## config.mk

```make
export PLATFORM = sky130hd
export DESIGN_NAME = ase_pcie_ss_rd_cpl_splitter
export DESIGN_NICKNAME = d
export VERILOG_FILES = /design/src/rtl/ase_pcie_ss_pkg.sv /design/src/rtl/ase_pcie_ss_rd_cpl_chunk_calc.sv /design/src/rtl/ase_pcie_ss_rd_cpl_splitter.sv
export SDC_FILE = /design/constraint.sdc
export NUM_CORES = 1
export LEC_CHECK = 0
export CORE_ASPECT_RATIO = 0.8
export CORE_MARGIN = 3
export CORE_UTILIZATION = 51
export DETAILED_ROUTE_END_ITERATION = 10
export PLACE_DENSITY = 0.9
export SYNTH_ARGS = -nofsm -noshare
export SYNTH_HDL_FRONTEND = slang
export SYNTH_HIERARCHICAL = 1
export SYNTH_SLANG_ARGS = --single-unit
```

## constraint.sdc

```tcl
create_clock -name clk -period 4.5 [get_ports clk]
set_input_delay 0.675 -clock clk [delete_from_list [all_inputs] [get_ports clk]]
set_output_delay 0.675 -clock clk [all_outputs]
set_load 0.01 [all_outputs]
```

## src/rtl/ase_pcie_ss_pkg.sv

```systemverilog
// Shared ASE PCIe SS definitions: parameter config, read-completion descriptor
// and FSM state type for the read-completion splitter.
package ase_pcie_ss_pkg;

   typedef struct packed {
      int unsigned max_payload_bytes;
      int unsigned req_cpl_boundary;
      int unsigned max_outstanding_dma_rd_reqs;
   } t_ase_pcie_ss_param_cfg;

   localparam t_ase_pcie_ss_param_cfg ASE_PCIE_SS_PARAMS = '{
      max_payload_bytes:           256,
      req_cpl_boundary:            64,
      max_outstanding_dma_rd_reqs: 256
   };

   localparam int unsigned ASE_PCIE_SS_MAX_RD_REQ_BYTES = 4096;
   // Widest tag the descriptor can carry; narrower tags are zero-extended.
   localparam int unsigned ASE_PCIE_SS_MAX_TAG_W = 16;

   typedef struct packed {
      logic [ASE_PCIE_SS_MAX_TAG_W-1:0] tag;
      logic [63:0]                      addr;
      logic [12:0]                      len;
      logic [12:0]                      byte_count;
      logic [6:0]                       lower_addr;
      logic                             first;
      logic                             last;
   } t_ase_pcie_ss_rd_cpl_desc;

   typedef enum logic {
      ASE_PCIE_SS_RD_CPL_IDLE,
      ASE_PCIE_SS_RD_CPL_SPLIT
   } t_ase_pcie_ss_rd_cpl_state;

endpackage

```

## src/rtl/ase_pcie_ss_rd_cpl_chunk_calc.sv

```systemverilog
// Completion chunk sizing: largest payload up to MPS that ends on an RCB
// boundary, clipped to the bytes still owed.
module ase_pcie_ss_rd_cpl_chunk_calc #(
   parameter int unsigned MAX_PAYLOAD_BYTES = 256,
   parameter int unsigned REQ_CPL_BOUNDARY  = 64,
   localparam int unsigned RCB_W            = $clog2(REQ_CPL_BOUNDARY)
) (
   input  logic [RCB_W-1:0] cur_addr_off_i,
   input  logic [12:0]      remaining_i,
   output logic [12:0]      chunk_len_o,
   output logic             last_o
);

   logic [12:0] space;

   assign space = 13'(MAX_PAYLOAD_BYTES) - {{(13-RCB_W){1'b0}}, cur_addr_off_i};

   always_comb begin
      chunk_len_o = (remaining_i < space) ? remaining_i : space;
      last_o      = (chunk_len_o == remaining_i);
   end

endmodule

```

## src/rtl/ase_pcie_ss_rd_cpl_splitter.sv

```systemverilog
// Splits accepted DMA read requests into MPS/RCB-compliant completion
// descriptors; drops zero-length, oversize and 4 KB-crossing requests.
module ase_pcie_ss_rd_cpl_splitter
   import ase_pcie_ss_pkg::*;
#(
   parameter int unsigned MAX_PAYLOAD_BYTES           = ASE_PCIE_SS_PARAMS.max_payload_bytes,
   parameter int unsigned REQ_CPL_BOUNDARY            = ASE_PCIE_SS_PARAMS.req_cpl_boundary,
   parameter int unsigned MAX_OUTSTANDING_DMA_RD_REQS = ASE_PCIE_SS_PARAMS.max_outstanding_dma_rd_reqs,
   localparam int unsigned TAG_W                      = $clog2(MAX_OUTSTANDING_DMA_RD_REQS)
) (
   input  logic              clk,
   input  logic              rst_n,
   input  logic              req_valid,
   output logic              req_ready,
   input  logic [TAG_W-1:0]  req_tag,
   input  logic [63:0]       req_addr,
   input  logic [12:0]       req_len_bytes,
   output logic              cpl_valid,
   input  logic              cpl_ready,
   output logic [TAG_W-1:0]  cpl_tag,
   output logic [63:0]       cpl_addr,
   output logic [12:0]       cpl_len_bytes,
   output logic [12:0]       cpl_byte_count,
   output logic [6:0]        cpl_lower_addr,
   output logic              cpl_first,
   output logic              cpl_last,
   output logic              err_req,
   output logic              busy
);

   localparam int unsigned RCB_W = $clog2(REQ_CPL_BOUNDARY);

   t_ase_pcie_ss_rd_cpl_state state_q, state_d;
   t_ase_pcie_ss_rd_cpl_desc  desc_q, desc_d;
   logic                      err_q, err_d;
   logic                      init_q;
   logic                      req_hs, cpl_hs, req_illegal;
   logic [13:0]               req_end;
   logic [63:0]               calc_addr;
   logic [12:0]               calc_rem, calc_len;
   logic                      calc_last;

   assign req_end     = {2'b00, req_addr[11:0]} + {1'b0, req_len_bytes};
   assign req_illegal = (req_len_bytes == '0)
                     || (req_len_bytes > 13'(ASE_PCIE_SS_MAX_RD_REQ_BYTES))
                     || (req_end > 14'(ASE_PCIE_SS_MAX_RD_REQ_BYTES));

   assign req_ready = init_q && (state_q == ASE_PCIE_SS_RD_CPL_IDLE);
   assign cpl_valid = (state_q == ASE_PCIE_SS_RD_CPL_SPLIT);
   assign busy      = cpl_valid;
   assign req_hs    = req_valid && req_ready;
   assign cpl_hs    = cpl_valid && cpl_ready;

   // The registered descriptor doubles as cur_addr/remaining; the single chunk
   // calculator sizes the *next* descriptor so cpl_* leave straight from flops.
   always_comb begin
      calc_addr = req_addr;
      calc_rem  = req_len_bytes;
      if (state_q == ASE_PCIE_SS_RD_CPL_SPLIT) begin
         calc_addr = desc_q.addr + 64'(desc_q.len);
         calc_rem  = desc_q.byte_count - desc_q.len;
      end
   end

   ase_pcie_ss_rd_cpl_chunk_calc #(
      .MAX_PAYLOAD_BYTES (MAX_PAYLOAD_BYTES),
      .REQ_CPL_BOUNDARY  (REQ_CPL_BOUNDARY)
   ) u_chunk_calc (
      .cur_addr_off_i (calc_addr[RCB_W-1:0]),
      .remaining_i    (calc_rem),
      .chunk_len_o    (calc_len),
      .last_o         (calc_last)
   );

   always_comb begin
      state_d = state_q;
      desc_d  = desc_q;
      err_d   = 1'b0;
      unique case (state_q)
         ASE_PCIE_SS_RD_CPL_IDLE: begin
            if (req_hs) begin
               if (req_illegal) begin
                  err_d = 1'b1;
               end else begin
                  state_d           = ASE_PCIE_SS_RD_CPL_SPLIT;
                  desc_d.tag        = ASE_PCIE_SS_MAX_TAG_W'(req_tag);
                  desc_d.addr       = calc_addr;
                  desc_d.len        = calc_len;
                  desc_d.byte_count = calc_rem;
                  desc_d.lower_addr = calc_addr[6:0];
                  desc_d.first      = 1'b1;
                  desc_d.last       = calc_last;
               end
            end
         end
         ASE_PCIE_SS_RD_CPL_SPLIT: begin
            if (cpl_hs) begin
               if (desc_q.last) begin
                  state_d = ASE_PCIE_SS_RD_CPL_IDLE;
                  desc_d  = '0;
               end else begin
                  desc_d.addr       = calc_addr;
                  desc_d.len        = calc_len;
                  desc_d.byte_count = calc_rem;
                  desc_d.lower_addr = calc_addr[6:0];
                  desc_d.first      = 1'b0;
                  desc_d.last       = calc_last;
               end
            end
         end
         default: begin
            state_d = ASE_PCIE_SS_RD_CPL_IDLE;
            desc_d  = '0;
         end
      endcase
   end

   always_ff @(posedge clk or negedge rst_n) begin
      if (!rst_n) begin
         state_q <= ASE_PCIE_SS_RD_CPL_IDLE;
         desc_q  <= '0;
         err_q   <= 1'b0;
         init_q  <= 1'b0;
      end else begin
         state_q <= state_d;
         desc_q  <= desc_d;
         err_q   <= err_d;
         init_q  <= 1'b1;
      end
   end

   assign cpl_tag        = desc_q.tag[TAG_W-1:0];
   assign cpl_addr       = desc_q.addr;
   assign cpl_len_bytes  = desc_q.len;
   assign cpl_byte_count = desc_q.byte_count;
   assign cpl_lower_addr = desc_q.lower_addr;
   assign cpl_first      = desc_q.first;
   assign cpl_last       = desc_q.last;
   assign err_req        = err_q;

endmodule

```

==> results of run 1 <==
synth_stat cells, types with 6 or more instances:
cell type	count	area, µm²
a211oi_1	8	60.1
a21o_1	18	135
a21oi_1	34	170
a221o_1	21	210
a22o_1	19	166
a31oi_1	10	62.6
and3_1	13	81.3
buf_2	12	60.1
buf_4	19	143
clkbuf_1	32	120
dfrtp_1	103	2580
ha_1	46	576
inv_1	50	188
mux2_1	11	124
mux2_2	13	146
mux2i_1	47	470
nand2_1	112	420
nand2b_1	13	81.3
nand3_1	26	130
nand4_1	19	119
nor2_1	42	158
nor2b_1	19	119
nor3_1	31	155
nor4_1	8	50.1
o211a_1	6	60.1
o211ai_1	9	67.6
o21a_1	6	45.0
o21ai_0	60	300
o21ai_1	11	55.1
o21bai_1	8	60.1
o221ai_1	15	131
o22ai_1	6	37.5
o2bb2ai_1	14	123
or3_1	9	56.3
xnor2_1	24	210
xor2_1	12	105
worst max-delay path by stage:
stage                            startpoint  depth (start not counted)          endpoint
after CTS                  cpl_len_bytes[0]                         18  cpl_len_bytes[8]
after floorplan            cpl_len_bytes[0]                         19  cpl_len_bytes[3]
after global routing       cpl_len_bytes[0]                         17  cpl_len_bytes[8]
after detailed placement        req_addr[1]                         17  cpl_len_bytes[8]
after global placement          req_addr[1]                         17  cpl_len_bytes[0]
final                     cpl_byte_count[0]                         18  cpl_len_bytes[8]
through the flow:
stage | setup TNS (ps) | power [W] | hold WS [ps] | area [µm²] | instances
after floorplan | 0 | 0.00586 | 379 | 8570 | 989
final | 0 | 0.00917 | 454 | 11100 | 1375
after global placement | 0 | 0.00785 | 465 | 10700 | 1359
after global routing | -227 | 0.00979 | 513 | 11100 | 1375
after detailed placement | 0 | 0.00803 | 481 | 10700 | 1359
after CTS | 0 | 0.00895 | 484 | 11000 | 1375
cells by family (layout without fill, tap and decap cells):
logic type / after synthesis / count (layout) / share of synthesized area (%)
and+or+nand+nor: 325 / 325 / 19.3
AOI/OAI and AO/OA: 281 / 281 / 24.0
DFF: 103 / 103 / 30.1
xor gates and xnor gates: 36 / 36 / 3.69
muxes: 73 / 73 / 9.01
adders and majority gates: 49 / 49 / 7.43
buffers and inverters: 117 / 288 / 6.41
other: 2 / 5 / 0.0878
flip-flops by register name, indices dropped and copies added, names as in the netlist:
signal and flops:
cpl_last 1, busy 1, cpl_byte_count 13, err_req 1
init_q 1, cpl_len_bytes 13, cpl_first 1, cpl_tag 8
cpl_addr 64
where the power goes:
group          leakage [nW]  switching [W]  total [W]  internal [W]
logic                  3.55        0.00341    0.00636       0.00295
registers              1.21       0.000600    0.00196       0.00136
clock network         0.156       0.000379   0.000850      0.000471
layer usage:
layer | vias up | GRT usage (%) | routed length, µm
met3 | 93 | 8.37 | 3180
met2 | 560 | 43.7 | 12300
met4 | 0 | 10.2 | 967
met5 | - | 0 | 0
met1 | 4170 | 43.5 | 12200
li1 | 3986 | - | -
cell type report:
cell class	count	area [µm²]
Fill cell	1229	5060
Clock inverter	4	58.8
Multi-Input combinational cell	769	5490
Sequential cell	103	2580
Inverter	51	191
Tap cell	215	269
Timing Repair Buffer	221	2210
Clock buffer	12	256
worst max-delay path: cells and delay by family (launching register included):
kind	cells	cell delay [ps]
AOI/OAI and AO/OA	7	1530
and+or+nand+nor	3	780
adders and majority gates	2	600
muxes	2	460
DFF	1	380
buffers and inverters	3	330
xor gates and xnor gates	1	150
==> key figures, run 1 <==
Outcome
  – Status: finished clean

Global routing
  – First-pass GRT wire length: 44.0 mm
  – Overall routing resource usage: 30.2%
  – Largest net degree at the start of global routing: 70
  – Vias in the first global route: 8,166
  – Remaining Overflow, GRT: 0
  – Initial antenna violation count: 0

Detailed routing
  – Final ANT Viol Nets: 0
  – DRT Wirelength: 28.7 mm
  – DR vias/cell: 6.41
  – Wirelength per Cell: 20.9 µm
  – Drt first pass iters: 5
  – Vias: 8,809
  – # DRC: 0
  – DR iter-0 viols: 1,033

Floorplanning
  – Core footprint: 0.0161 mm²
  – Die Y: 122 µm
  – Starting Density: 53.1%
  – Die width: 151 µm
  – IO Pins: 200
  – Die area: 0.0184 mm²
  – FP Rows: 41

Timing
  – Final Skew: 10.4 ps
  – Max-Slew Margin vs Limit: 36.8%
  – Final setup violation count: 0
  – Min Tclk post-route: 4340 ps
  – Count of final max-slew check failures: 0
  – Final WS setup: 160 ps
  – Fin crit share: 96.4%
  – Final hold violation count: 0
  – Worst-margin pin slew: 947 ps
  – F_max: 230 MHz

CTS
  – Post-CTS setup buffers: 0
  – Clock sinks: 103
  – Post-CTS resize count: 0
  – Hold_buf cts: 0
  – Num CTS Buffers: 9
  – Clock slew at reported path FFs: 70 ps
  – Clock tree buffer depth: 2
  – Clk Tree Root Cell: clkbuf_16
  – CTS tree: done
  – Worst skew pair latency: 360 ps
  – CTS HTree Levels: 3

Place
  – Post-DP HPWL: 21.0 mm
  – PortBufs: 199
  – Routability cong.: 1.01
  – Setup WS pre-CTS: 171 ps

Layout
  – Share of cells above drive strength 1: 7.24%
  – Commonest cells after routing, fill and taps aside: clkdlybuf4s50_1 (198), nand2_1 (112), dfrtp_1 (103)
  – Layout net count: 1,293
  – N_diodes: 0
  – Most common cell after layout, fill and taps aside: clkdlybuf4s50_1
  – Layout area overhead: 29.2%
  – Final Util: 68.6%

Logic synthesis
  – Synth Cell Area: 0.00855 mm²
  – Async SR Flop Fraction: 100%
  – Mean Syn Cell Area: 8.68 µm²
  – Yosys warns: 6
  – Post-synthesis sequential area ratio: 30.1%
  – Gate Count Post-Synth: 986
  – Yosys reg bits: 103
  – Ys flop type: dfrtp_1
  – EDFF count, synth: 0
  – Synth cell types: 76

Setup path
  – R2r setup slk: 160 ps
  – Worst reg2reg path depth: 18
  – Critical Path End Type: register
  – CP max stage delay: 590 ps
  – Crit path kind: reg -> reg
  – R2R Path End: cpl_len_bytes[8]
  – Peak fanout along the critical path: 7
  – Critical path data required time: 4740 ps
  – Type of origin of the critical path: register
  – Crit path DAT: 4580 ps
  – RR Startpoint: cpl_byte_count[0]
  – CP max-delay cell: or4_1
  – Critical path cell sequence: inv_1 -> ha_1 -> inv_1 -> fa_1 -> a211oi_1 -> o21bai_1 -> a31oi_2 -> o21ai_0 -> nand2_1 -> a21oi_1 -> xnor2_1 -> a21o_1 -> or4_1 -> a2111oi_4 -> buf_6 -> mux2_2 -> nand2_1 -> mux2i_1

Min path
  – Worst Hold Class: in -> async

Power and ir drop
  – PD cells: 830 mW/mm²
  – Leak Pwr: 4.92 nW
  – Peak VDD IR: 0.385 mV

Flow run
  – Max-Cap Viols: 0
No activity file was read; power rests on OpenSTA's default activity.
==> run 2: changes to the inputs <==
--- a/config.mk
+++ b/config.mk
@@ -6,8 +6,9 @@
 export NUM_CORES = 1
 export LEC_CHECK = 0
 export CORE_ASPECT_RATIO = 0.8
-export CORE_MARGIN = 3
+export CORE_MARGIN = 5
 export CORE_UTILIZATION = 51
+export CTS_CLUSTER_DIAMETER = 150
 export DETAILED_ROUTE_END_ITERATION = 10
 export PLACE_DENSITY = 0.9
 export SYNTH_ARGS = -nofsm -noshare
==> key figures, run 2 (synthesized netlist as in run 1, its figures left out) <==
Outcome
  – Status: finished clean

Place
  – Post-DP HPWL: 21.7 mm (+3.5%)
  – Setup WS pre-CTS: 82.6 ps (-88.0 ps)
  – Routability cong.: 0.945 (-6.5%)
  – PortBufs: 199 (unchanged)

Floorplanning
  – Core footprint: 0.0165 mm² (+2.4%)
  – Die area: 0.0195 mm² (+6.0%)
  – IO Pins: 200 (unchanged)
  – Die width: 155 µm (+2.7%)
  – FP Rows: 42 (+2.4%)
  – Die Y: 126 µm (+3.3%)
  – Starting Density: 51.8% (-1.3 points)

CTS
  – Hold_buf cts: 0 (unchanged)
  – Clock sinks: 103 (unchanged)
  – Num CTS Buffers: 9 (unchanged)
  – Worst skew pair latency: 360 ps (about the same)
  – CTS HTree Levels: 3 (unchanged)
  – Clock tree buffer depth: 2 (unchanged)
  – CTS tree: done
  – Clk Tree Root Cell: clkbuf_16
  – Clock slew at reported path FFs: 70 ps (about the same)

Setup path
  – Peak fanout along the critical path: 9 (+2)
  – Type of origin of the critical path: register
  – R2R Path End: cpl_len_bytes[8]
  – RR Startpoint: cpl_len_bytes[0]
  – Worst reg2reg path depth: 19 (+1)
  – Crit path kind: reg -> reg
  – R2r setup slk: 80 ps (-80 ps)
  – Critical path data required time: 4740 ps (about the same)
  – Crit path DAT: 4650 ps (+70 ps)
  – Critical Path End Type: register

Timing
  – Fin crit share: 98.2% (+1.7 points)
  – Min Tclk post-route: 4420 ps (+77.8 ps)
  – Final Skew: 7.24 ps (-3.13 ps)
  – Final hold violation count: 0 (unchanged)
  – Setup TNS after final layout: 0 ps (unchanged)
  – F_max: 226 MHz (-1.8%)
  – Worst-margin pin slew: 1090 ps (+142 ps)
  – Hold WS: 468 ps (+14.2 ps)
  – Max-Slew Margin vs Limit: 27.2% (-9.6 points)
  – Final WS setup: 82.1 ps (-77.8 ps)
  – Final setup violation count: 0 (unchanged)
  – Count of final max-slew check failures: 0 (unchanged)

Detailed routing
  – DR vias/cell: 6.41 (about the same)
  – DR iter-0 viols: 1,154 (+12%)
  – Wirelength per Cell: 21.0 µm (+0.62%)
  – DRT Wirelength: 29.0 mm (+1.2%)
  – Drt first pass iters: 6 (+1)
  – Final ANT Viol Nets: 0 (unchanged)
  – # DRC: 0 (unchanged)
  – Vias: 8,862 (+0.60%)

Min path
  – Worst Hold Class: in -> async

Global routing
  – Vias in the first global route: 8,546 (+4.7%)
  – Initial antenna violation count: 0 (unchanged)
  – Overall routing resource usage: 29.3% (-0.84 points)
  – First-pass GRT wire length: 46.4 mm (+5.3%)
  – Remaining Overflow, GRT: 0 (unchanged)
  – Largest net degree at the start of global routing: 77 (+10%)

Layout
  – Layout area overhead: 29.1%
  – Share of cells above drive strength 1: 7.57% (+0.33 points)
  – Most common cell after layout, fill and taps aside: clkdlybuf4s50_1
  – Commonest cells after routing, fill and taps aside: clkdlybuf4s50_1 (198), nand2_1 (112), dfrtp_1 (103)
  – N_diodes: 0 (unchanged)
  – Layout net count: 1,296 (+0.23%)
  – Max reg flops: 64 (unchanged)
  – Fill cells: 1,327 (+8.0%)
  – Final Util: 66.9% (-1.7 points)

Power and ir drop
  – Peak VDD IR: 0.409 mV (+6.2%)
  – Power Total: 0.00909 W (-0.90%)
  – PD cells: 823 mW/mm² (-0.80%)
  – Leak Pwr: 4.92 nW (about the same)

Flow run
  – Max-Cap Viols: 0 (unchanged)
run 2: how the worst max path moves through the flow:
stage                       end  slack, ps  cells past startpoint              start
2_1_floorplan  cpl_len_bytes[3]        310                     19   cpl_len_bytes[0]
3_3_place_gp   cpl_len_bytes[1]        250                     17        req_addr[0]
3_5_place_dp   cpl_len_bytes[8]         80                     17        req_addr[0]
6_report       cpl_len_bytes[8]         80                     19   cpl_len_bytes[0]
4_1_cts        cpl_len_bytes[8]         50                     19   cpl_len_bytes[0]
5_1_grt        cpl_len_bytes[8]        -50                     18  cpl_byte_count[0]
run 2: timing repair:
item	4_1_cts	5_1_grt
resized for setup	0	7
endpoints found under the setup margin	0	9
buffers inserted	0	1
run 2: power by group:
part / internal [W] / total, W / switching (W) / leakage [nW]
Combinational: 0.00296 / 0.00634 / 0.00337 / 3.56
Sequential: 0.00136 / 0.00198 / 0.000620 / 1.21
Clock: 0.000397 / 0.000774 / 0.000377 / 0.142
Total: 0.00472 / 0.00909 / 0.00437 / 4.92
run 2: final cells by class:
type / count / area [µm²] / area share (%)
Clock inverter: 5 / 42.5 / 0.385
Sequential cell: 103 / 2580 / 23.3
Timing Repair Buffer: 224 / 2230 / 20.2
Inverter: 51 / 191 / 1.73
Clock buffer: 11 / 243 / 2.20
Tap cell: 220 / 275 / 2.49
Multi-Input combinational cell: 769 / 5480 / 49.7
run 2: stage by stage:
stage	std cells	cell area, µm²
3_5_place_dp	1366	10700
5_1_grt	1383	11000
4_1_cts	1382	11000
3_3_place_gp	1366	10700
6_report	1383	11000
2_1_floorplan	989	8570
run 2: critical path, stage by stage (launching register included):
cell and delay (ps):
dfrtp_1 420, ha_1 220, inv_1 70, fa_1 400
nor2b_1 170, o21a_1 150, nor2_1 50, xnor2_1 120
mux2_2 390, nor3_2 370, xor2_1 140, ha_1 220
a21o_1 160, a21oi_1 170, nor2b_1 90, a2111oi_4 380
buf_4 230, mux2_2 350, nand2_1 80, mux2i_1 110
run 2: metal layers:
metal  vias to the layer above  global-route usage [%]  share of wire, %
met4                         0                    11.9               4.0
met3                       103                    7.44                11
met1                      4210                    41.2                42
li1                       3978                       -                 -
met5                         -                       0                 0
met2                       571                    43.3                43
==> run 3: changes to the inputs <==
--- a/config.mk
+++ b/config.mk
@@ -8,9 +8,10 @@
 export CORE_ASPECT_RATIO = 0.8
 export CORE_MARGIN = 5
 export CORE_UTILIZATION = 51
+export CTS_BUF_LIST = sky130_fd_sc_hd__clkbuf_4
 export CTS_CLUSTER_DIAMETER = 150
 export DETAILED_ROUTE_END_ITERATION = 10
-export PLACE_DENSITY = 0.9
+export PLACE_DENSITY = 0.91
 export SYNTH_ARGS = -nofsm -noshare
 export SYNTH_HDL_FRONTEND = slang
 export SYNTH_HIERARCHICAL = 1
==> key figures, run 3 (synthesized netlist as in run 1, its figures left out) <==
Outcome
  – Status: finished clean

Detailed routing
  – DR iter-0 viols: 1,171 (+1.5%)
  – # DRC: 0 (unchanged)
  – DR vias/cell: 6.31 (-1.5%)
  – DRT Wirelength: 28.6 mm (-1.4%)
  – Wirelength per Cell: 20.7 µm (-1.2%)
  – Drt first pass iters: 6 (unchanged)
  – Final ANT Viol Nets: 0 (unchanged)
  – Vias: 8,720 (-1.6%)

CTS
  – Clk Tree Root Cell: clkbuf_4
  – Post-CTS resize count: 0 (unchanged)
  – Worst skew pair latency: 520 ps (+160 ps)
  – CTS HTree Levels: 3 (unchanged)
  – Hold_buf cts: 0 (unchanged)
  – CTS tree: done
  – Post-CTS setup buffers: 0 (unchanged)
  – Clock sinks: 103 (unchanged)
  – Num CTS Buffers: 9 (unchanged)
  – Clock tree buffer depth: 2 (unchanged)
  – Clock slew at reported path FFs: 200 ps (+130 ps)

Global routing
  – Initial antenna violation count: 1 (+1)
  – Overall routing resource usage: 28.4% (-0.92 points)
  – First-pass GRT wire length: 44.9 mm (-3.2%)
  – Vias in the first global route: 8,314 (-2.7%)
  – Largest net degree at the start of global routing: 82 (+6.5%)
  – Remaining Overflow, GRT: 0 (unchanged)

Floorplanning
  – Die width: 155 µm (unchanged)
  – Starting Density: 51.8% (unchanged)
  – IO Pins: 200 (unchanged)
  – Core footprint: 0.0165 mm² (unchanged)
  – Die Y: 126 µm (unchanged)
  – FP Rows: 42 (unchanged)
  – Die area: 0.0195 mm² (unchanged)

Setup path
  – CP max-delay cell: fa_1
  – CP max stage delay: 510 ps (+90 ps)
  – Critical path data required time: 4910 ps (+170 ps)
  – Crit path DAT: 4670 ps (+20 ps)
  – R2R Path End: cpl_len_bytes[3]
  – Crit path kind: reg -> reg
  – Critical Path End Type: register
  – R2r setup slk: 240 ps (+160 ps)
  – Peak fanout along the critical path: 5 (-4)
  – Type of origin of the critical path: register
  – Worst reg2reg path depth: 18 (-1)
  – Worst path top cell family by delay: adder cells
  – Critical path buffers and inverters: 4 (+2)
  – RR Startpoint: cpl_len_bytes[0]
  – Critical path cell sequence: ha_1 -> inv_1 -> fa_1 -> a21oi_1 -> inv_1 -> ha_1 -> inv_1 -> or3_1 -> nor3_2 -> ha_1 -> a21o_1 -> a21oi_1 -> nor2b_1 -> a2111oi_4 -> buf_4 -> mux2_2 -> nand2_1 -> mux2i_1

Power and ir drop
  – Leak Pwr: 4.82 nW (-2.0%)
  – PD cells: 803 mW/mm² (-2.5%)
  – Peak VDD IR: 0.335 mV (-18%)

Timing
  – F_max: 235 MHz (+3.6%)
  – Final hold violation count: 0 (unchanged)
  – Setup TNS after final layout: 0 ps (unchanged)
  – Final Skew: 43.2 ps (+36.0 ps)
  – Fin crit share: 94.7% (-3.5 points)
  – Final setup violation count: 0 (unchanged)
  – RSZ-0062 raised after global routing: false
  – Count of final max-slew check failures: 0 (unchanged)
  – Max-Slew Margin vs Limit: 29.6% (+2.3 points)
  – Worst-margin pin slew: 1060 ps (-32.3 ps)
  – Hold WS: 333 ps (-135 ps)
  – Min Tclk post-route: 4260 ps (-155 ps)

Layout
  – Footprint of the multi-input gates: 0.00546 mm² (-0.46%)
  – Fill cells: 1,343 (+1.2%)
  – Most common cell after layout, fill and taps aside: clkdlybuf4s50_1
  – Sequential cell area: 0.00258 mm² (unchanged)
  – Max reg flops: 64 (unchanged)
  – Commonest cells after routing, fill and taps aside: clkdlybuf4s50_1 (198), nand2_1 (112), dfrtp_1 (103)
  – Layout net count: 1,293 (-0.23%)
  – Share of cells above drive strength 1: 7.07% (-0.50 points)
  – Layout area overhead: 26.7%

Place
  – PortBufs: 199 (unchanged)
  – Post-DP HPWL: 21.3 mm (-1.9%)
  – Routability cong.: 0.976 (+3.3%)

Min path
  – Worst Hold Class: in -> async

Flow run
  – Max-Cap Viols: 0 (unchanged)
==> run 3: worst max-delay path by stage <==
stage                  endpoint  cells after the start  slack (ps)             start
2_1_floorplan  cpl_len_bytes[3]                     19         310  cpl_len_bytes[0]
3_3_place_gp   cpl_len_bytes[1]                     17         290       req_addr[0]
3_5_place_dp   cpl_len_bytes[6]                     17         190       req_addr[0]
4_1_cts        cpl_len_bytes[3]                     18         230  cpl_len_bytes[0]
5_1_grt        cpl_len_bytes[1]                     17           3  cpl_len_bytes[0]
6_report       cpl_len_bytes[3]                     18         240  cpl_len_bytes[0]
==> run 3: routing by layer <==
metal	track usage [%]	vias to the layer above	wire, µm
li1	-	3977	-
met1	39.2	4088	11600
met2	42.9	591	12700
met3	7.37	64	3420
met4	11.1	0	948
met5	0	-	0
==> run 3: layout make-up <==
cell class	instances	area share, %
diodes	1	0.0231
clock buffers	9	0.623
clock inverters	7	0.670
inverters	51	1.77
multi-input cells	769	50.4
flip-flops and latches	103	23.8
well taps	220	2.54
repair buffers	221	20.2
==> run 3: where the power goes <==
| part | switching (W) | internal, W | total, W | leakage (nW) |
|---|---|---|---|---|
| combinational | 0.00330 | 0.00292 | 0.00622 | 3.53 |
| clock | 0.000379 | 0.000130 | 0.000508 | 0.0733 |
| sequential | 0.000610 | 0.00136 | 0.00197 | 1.21 |
==> run 3: metrics by stage <==
stage	power [W]	instance area [µm²]	setup WS (ps)	util [%]	std cells
after floorplan	0.00586	8570	313	-	989
after global placement	0.00783	10700	295	64.8	1364
after detailed placement	0.00802	10700	191	64.8	1364
after CTS	0.00855	10800	230	65.6	1380
after global routing	0.00929	10800	2.78	65.7	1381
final	0.00870	10800	237	65.7	1381
==> RTL change 1 (settings of run 3) <==
The output `err_req` loses its register stage (`err_q` becomes a continuous assignment).
--- a/src/rtl/ase_pcie_ss_rd_cpl_splitter.sv
+++ b/src/rtl/ase_pcie_ss_rd_cpl_splitter.sv
@@ -120,13 +120,13 @@
          state_q <= ASE_PCIE_SS_RD_CPL_IDLE;
          desc_q  <= '0;
-         err_q   <= 1'b0;
          init_q  <= 1'b0;
       end else begin
          state_q <= state_d;
          desc_q  <= desc_d;
-         err_q   <= err_d;
          init_q  <= 1'b1;
       end
    end
+
+   assign err_q = err_d;
 
    assign cpl_tag        = desc_q.tag[TAG_W-1:0];
Behaviour: not the same (Yosys sat finds a counterexample within 4 cycles, from zero or initial values and one cycle with rst_n low).
==> RTL change 1 against run 3 <==
Clock skew is 0.019 ns lower; wire length up 1.4%; design area grew 0.51%; setup slack worse by 0.12 ns; power about the same; die area is 0.27% lower; final cell count up 0.51%; sequential cell count is 1 lower; count of clock-buffer cells in the layout stayed put; clock power shrank 4.3%; synthesized area decreased by 0.29%; critical path type unchanged; critical endpoint is now cpl_len_bytes[1]; largest power group unchanged.
==> RTL change 1: results (changes against run 3) <==
The slowest library cell on the worst path is sky130_fd_sc_hd__fa_1. The fraction of final layout cells sized beyond drive strength 1 was 8.141% (+1.1 points). Sorting the synthesized cells by how often they occur yields sky130_fd_sc_hd__nand2_1, sky130_fd_sc_hd__dfrtp_1, sky130_fd_sc_hd__o21ai_0, sky130_fd_sc_hd__inv_1, sky130_fd_sc_hd__mux2i_1.

Main combinational cell family by area after synthesis: compound AO/OA/AOI/OAI gates. The stage delay of the slowest cell on the critical path is 0.50 ns, and the first-pass GRT wire length is 45240 um (+0.83%). The HPWL after detailed placement was 21650 um (+1.5%); the worst relative slew slack was 40.49% (+11 points). The area fraction in compound gates after synthesis is 24.06% (+0.070 points). The run gives 8758 (+0.44%) as the detailed-route via count.

Yosys attributes the largest share of cell area to sky130_fd_sc_hd__dfrtp_1, sky130_fd_sc_hd__ha_1, sky130_fd_sc_hd__mux2i_1. The tools report the post-route clock skew as 0.02421 ns (-0.01902 ns). The adder-cell share of the synthesized area was 7.452% (+0.022 points). The run gives 29.93% (-0.20 points) as the share of the yosys chip area belonging to registers. The path class of the tightest hold or removal check is in2async.

The number of flops mapped to enable cells by yosys came out at 0 (unchanged). Flip-flop count of the largest register after layout: 64 (unchanged). For the number of nets in the finished design, the log shows 1300 (+0.54%). The largest driver fanout on the critical path is 10 (+5), and the total routing usage reported by global routing is 28.84% (+0.42 points).

Clock-pin slew on the worst setup and hold paths: 0.18 ns (-0.02 ns). The share of flip-flops with an asynchronous set or reset came out at 100.0% (unchanged). The buffer type at the clock tree root was sky130_fd_sc_hd__clkbuf_4. The number of detailed-route iterations in the first pass is 8 (+2), and the XOR/XNOR share of the synthesized area is 3.697% (+0.011 points).

Of all cell types, the one taking the most synthesized area is sky130_fd_sc_hd__dfrtp_1. The flow ran to the end, and the final reports show no timing, DRC or antenna violations. The detail-routed net length per standard cell is 20.90 um (+0.84%), and the global placer's final weighted congestion is 1.036 (+6.1%). The number of design-rule violations left by the first detailed-router iteration is 925 (-21%), and the Yosys warning count is 6 (unchanged). The logs give 64 (-22%) for the maximum number of pins on one net before global-route repair and 29010 um (+1.4%) for the sum of routed wire length over all layers. The number of global-route vias before repair was 8290 (-0.29%); the source-to-sink clock delay at the later pin of the worst-skew pair was 0.51 ns. The placed cell area is 10710 um2 (+0.26%), and the worst vdd rail ir drop is 0.3448 mV (+2.9%). The layout filler cell count is 1340 (-0.22%). The worst-case clock buffer depth is 2 (unchanged), and the mean instance size in the synthesized netlist is 8.659 um2 (-0.19%).

The run gives 4.852 nW (+0.75%) as the leakage power total. The worst slack at placement is 0.1729 ns (-0.01808 ns), and the number of antenna violations at the first check in global routing is 1 (unchanged). For the data arrival time of the critical path, the log shows 4.77 ns (+0.10 ns).

The post-synthesis mux area share came out at 9.036% (+0.026 points). The number of buffer cells added on primary ports came out at 199 (unchanged). The logs give 76 (unchanged) for the count of unique library cells instantiated by Yosys and 9 (unchanged) for the number of buffers inserted during clock tree synthesis. Number of H-tree branching levels: 3 (unchanged).
## RTL change 1: metal layers
layer  part of all wire (%)  wire, um  global-route usage [%]  vias to the layer above
met5                      0         0                       0                        -
met4                    3.3       951                   9.865                        0
met3                     12      3378                   8.128                       79
met2                     43     12490                   42.92                      548
met1                     42     12190                   40.50                     4141
li1                       -         -                       -                     3990
## RTL change 1: final timing paths
check / startpoint / to / slack (ns) / depth (start not counted)
max: cpl_len_bytes[0] / cpl_len_bytes[1] / 0.12 / 17
max reg2reg: cpl_len_bytes[0] / cpl_len_bytes[1] / 0.12 / 17
min reg2reg: cpl_first / cpl_first / 0.50 / 1
min: rst_n / cpl_tag[1] / 0.24 / 1
max in group asynchronous: rst_n / cpl_len_bytes[7] / 3.20 / 2
min in group clk: cpl_first / cpl_first / 0.50 / 1
## RTL change 1: stage by stage
step / power [mW] / utilization, %
after CTS: 8.520 / 65.67
after floorplan: 5.853 / -
after detailed placement: 8.012 / 64.92
after global routing: 9.307 / 66.01
final: 8.706 / 66.01
after global placement: 7.839 / 64.92
## RTL change 1: logic make-up after synthesis
group,count (synthesis)
xor+xnor,36
mux,73
flops,102
compound gates,281
other cells,2
fa+ha+maj,49
simple gates,325
buf+inv,117
## RTL change 1: timing repair
action / 4_1_cts / 5_1_grt
endpoints found under the setup margin: 0 / 10
resized for setup: 0 / 9
buffers inserted: 0 / 1
hold buffers: 0 / 0
## RTL change 1: power breakdown
group	total, mW	switching (mW)	internal, mW	leakage (nW)
Sequential	1.95	0.604	1.35	1.20
Combinational	6.27	3.33	2.94	3.58
Clock	0.486	0.363	0.122	0.0707
Total	8.71	4.29	4.41	4.85
## RTL change 1: worst max-delay path, delay by kind of cell, from the launching register on
kind | cells | cell delay, ns
AO/OA/AOI/OAI | 4 | 0.92
adder cells (fa/ha/maj) | 4 | 1.28
buffers and inverters | 4 | 0.44
flip-flops | 1 | 0.44
XOR/XNOR | 1 | 0.27
AND/OR/NAND/NOR | 2 | 0.47
multiplexers | 2 | 0.44
## RTL change 1: final cells by class
type                    instances  area share [%]
clock buffers                   9          0.6203
diodes                          1         0.02297
well taps                     220           2.527
multi-input cells             769           50.43
inverters                      51           1.757
repair buffers                229           20.71
flip-flops and latches        102           23.43
clock inverters                 7          0.5054
==> RTL change 2 (flow settings as in run 3) <==
Without the edit above. The package constant `ASE_PCIE_SS_MAX_RD_REQ_BYTES` goes from 4096 to 2048.
--- a/src/rtl/ase_pcie_ss_pkg.sv
+++ b/src/rtl/ase_pcie_ss_pkg.sv
@@ -15,5 +15,5 @@
    };
 
-   localparam int unsigned ASE_PCIE_SS_MAX_RD_REQ_BYTES = 4096;
+   localparam int unsigned ASE_PCIE_SS_MAX_RD_REQ_BYTES = 2048;
    // Widest tag the descriptor can carry; narrower tags are zero-extended.
    localparam int unsigned ASE_PCIE_SS_MAX_TAG_W = 16;
Behaviour: not the same (a bounded check fails within 4 cycles, from zero or initial values and one cycle with rst_n low).
==> RTL change 2 against run 3 <==
Maximum frequency down 1.3%; wire length down 1.6%; design area down 0.35%; power down 7.9%; critical path depth down 1; hold slack worse by 0.017 ns; sequential cell count unchanged; non-clock buffer count up 10; setup slack worse by 0.056 ns; synthesized area down 1.4%; sequential power down 9.6%; sequential share of layout area up 0.094 points; count of clock-buffer cells in the layout up 2; largest cell class unchanged.
==> RTL change 2: results (changes against run 3) <==
The global placer's final weighted congestion is 0.9537 (-2.3%). The placed cell area was 10560 um2 (-1.2%); the leakage power total was 4.515 nW (-6.3%). The tools report the number of H-tree branching levels as 3 (unchanged).

The cell sitting at the root of the clock tree is a sky130_fd_sc_hd__clkbuf_4. The share of the yosys chip area belonging to registers came out at 30.57% (+0.44 points). For the number of buffers inserted during clock tree synthesis, the log shows 9 (unchanged).

The number of flops mapped to enable cells by yosys is 0 (unchanged), and the worst vdd rail ir drop is 0.3253 mV (-2.9%). The class of the worst hold path was in2async. In this design, the largest share of critical-path delay is due to simple AND/OR/NAND/NOR gates. The number of cells in the finished layout apart from fillers is 1433 (+3.8%), and the count of unique library cells instantiated by Yosys is 73 (-3.9%). The tools report the source-to-sink clock delay at the later pin of the worst-skew pair as 0.47 ns (-0.05 ns). Stage delay of the slowest cell on the critical path: 0.47 ns (-0.04 ns). The logs give 1346 (+4.1%) for the number of nets in the finished design and 8448 (+1.6%) for the number of global-route vias before repair. Main flop type after synthesis: sky130_fd_sc_hd__dfrtp_1. The tools report the number of inserted diodes as 0 (-1). The run gives 28.13% (-0.29 points) as the total routing usage reported by global routing. Largest driver fanout on the critical path: 6 (+1).

The slew at the pin closest to its max-slew limit is 1.004 ns (-0.05318 ns), and the mean instance size in the synthesized netlist is 8.185 um2 (-5.7%). For the maximum number of pins on one net before global-route repair, the log shows 74 (-9.8%). The worst register-to-register path begins at cpl_addr[1]. The commonest cells after synthesis are sky130_fd_sc_hd__nand2_1, sky130_fd_sc_hd__dfrtp_1, sky130_fd_sc_hd__nor2_1, sky130_fd_sc_hd__o21ai_0, sky130_fd_sc_hd__a21oi_1. For the number of design-rule violations left by the first detailed-router iteration, the log shows 967 (-17%).

The number of detailed-route iterations in the first pass was 6 (unchanged). The run gives 0.01448 ns (-0.02875 ns) as the post-route clock skew. The HPWL after detailed placement was 20560 um (-3.6%).

The share of flip-flops with an asynchronous set or reset was 100.0% (unchanged); the sum of routed wire length over all layers was 28150 um (-1.6%). The flip-flop count of the largest register after layout was 64 (unchanged). Fraction of final layout cells sized beyond drive strength 1: 8.079% (+1.0 points). The flow ran to the end, and the final reports show no timing, DRC or antenna violations. The clock-pin slew on the worst setup and hold paths was 0.17 ns (-0.03 ns).

The slowest library cell on the worst path is sky130_fd_sc_hd__dfrtp_1. By area the synthesized netlist is led by sky130_fd_sc_hd__dfrtp_1, sky130_fd_sc_hd__ha_1, sky130_fd_sc_hd__nand2_1. The critical path in this run is classified as reg2reg. The count of cells along the worst register-to-register path works out to 17 (-1). The data arrival time of the critical path was 4.68 ns (about the same). The logs give 44810 um (-0.14%) for the first-pass GRT wire length and 0 (-1) for the number of antenna violations at the first check in global routing. The tools report the detailed-route via count as 8907 (+2.1%).
[RTL change 2: changes by cell type after synthesis, sizes merged, moves of 13 or more]
cell     before  now
a22o         19    1
o2bb2ai      14    0
nand3        26   39
mux2i        47   24
nor2         43   93
a21oi        35   55
a31oi        10   24
a221oi        0   19
o21ai        72   85
[RTL change 2: kinds of logic (layout without fill, tap and decap cells)]
group / after synthesis / count (layout) / synth area share, %
multiplexers: 46 / 46 / 5.833
other: 2 / 5 / 0.08908
buffers and inverters: 120 / 300 / 7.035
flip-flops: 103 / 103 / 30.57
XOR/XNOR: 35 / 35 / 3.636
AND/OR/NAND/NOR: 376 / 376 / 20.96
AO/OA/AOI/OAI: 299 / 299 / 24.34
adder cells (fa/ha/maj): 49 / 49 / 7.539
[RTL change 2: area by class of cell]
type	count	area (um2)
fillers	1375	5595
multi-input cells	810	5311
flip-flops and latches	103	2579
repair buffers	231	2271
well taps	220	275.3
inverters	53	198.9
clock buffers	11	82.58
clock inverters	5	82.58
[RTL change 2: through the flow]
| stage | TNS [ns] | hold WS (ns) | power (mW) | setup WS [ns] |
|---|---|---|---|---|
| 6_report | 0 | 0.3164 | 8.008 | 0.1816 |
| 5_1_grt | -0.04520 | 0.4000 | 8.648 | -0.02576 |
| 4_1_cts | 0 | 0.3608 | 7.832 | 0.006890 |
| 3_5_place_dp | -0.06977 | 0.4836 | 7.227 | -0.03603 |
| 3_3_place_gp | 0 | 0.4704 | 7.076 | 0.1289 |
| 2_1_floorplan | 0 | 0.3794 | 5.324 | 0.1127 |
[RTL change 2: per-layer routing]
metal | up-vias | global-route usage [%] | wire [um]
met5 | - | 0 | 0
met4 | 0 | 8.100 | 821
met3 | 76 | 7.530 | 3200
met2 | 523 | 43.28 | 12400
met1 | 4169 | 39.22 | 11730
li1 | 4139 | - | -
[RTL change 2: worst paths after layout]
kind,endpoint,slack [ns]
max in group asynchronous,cpl_byte_count[12],3.18
min in group clk,cpl_first,0.52
worst min-delay path,cpl_addr[29],0.32
worst max-delay path,cpl_len_bytes[6],0.18
worst min register to register,cpl_first,0.52
worst max register to register,cpl_len_bytes[6],0.18
[RTL change 2: report_power, final]
| group | switching (mW) | leakage [nW] | internal (mW) |
|---|---|---|---|
| sequential | 0.490 | 1.23 | 1.29 |
| combinational | 3.00 | 3.19 | 2.65 |
| clock | 0.335 | 0.0914 | 0.241 |
[RTL change 2: what timing repair did]
item,in CTS,in global routing
gates resized for setup,1,8
setup buffers,0,5
pin swaps,0,6
endpoints found under the setup margin,5,10
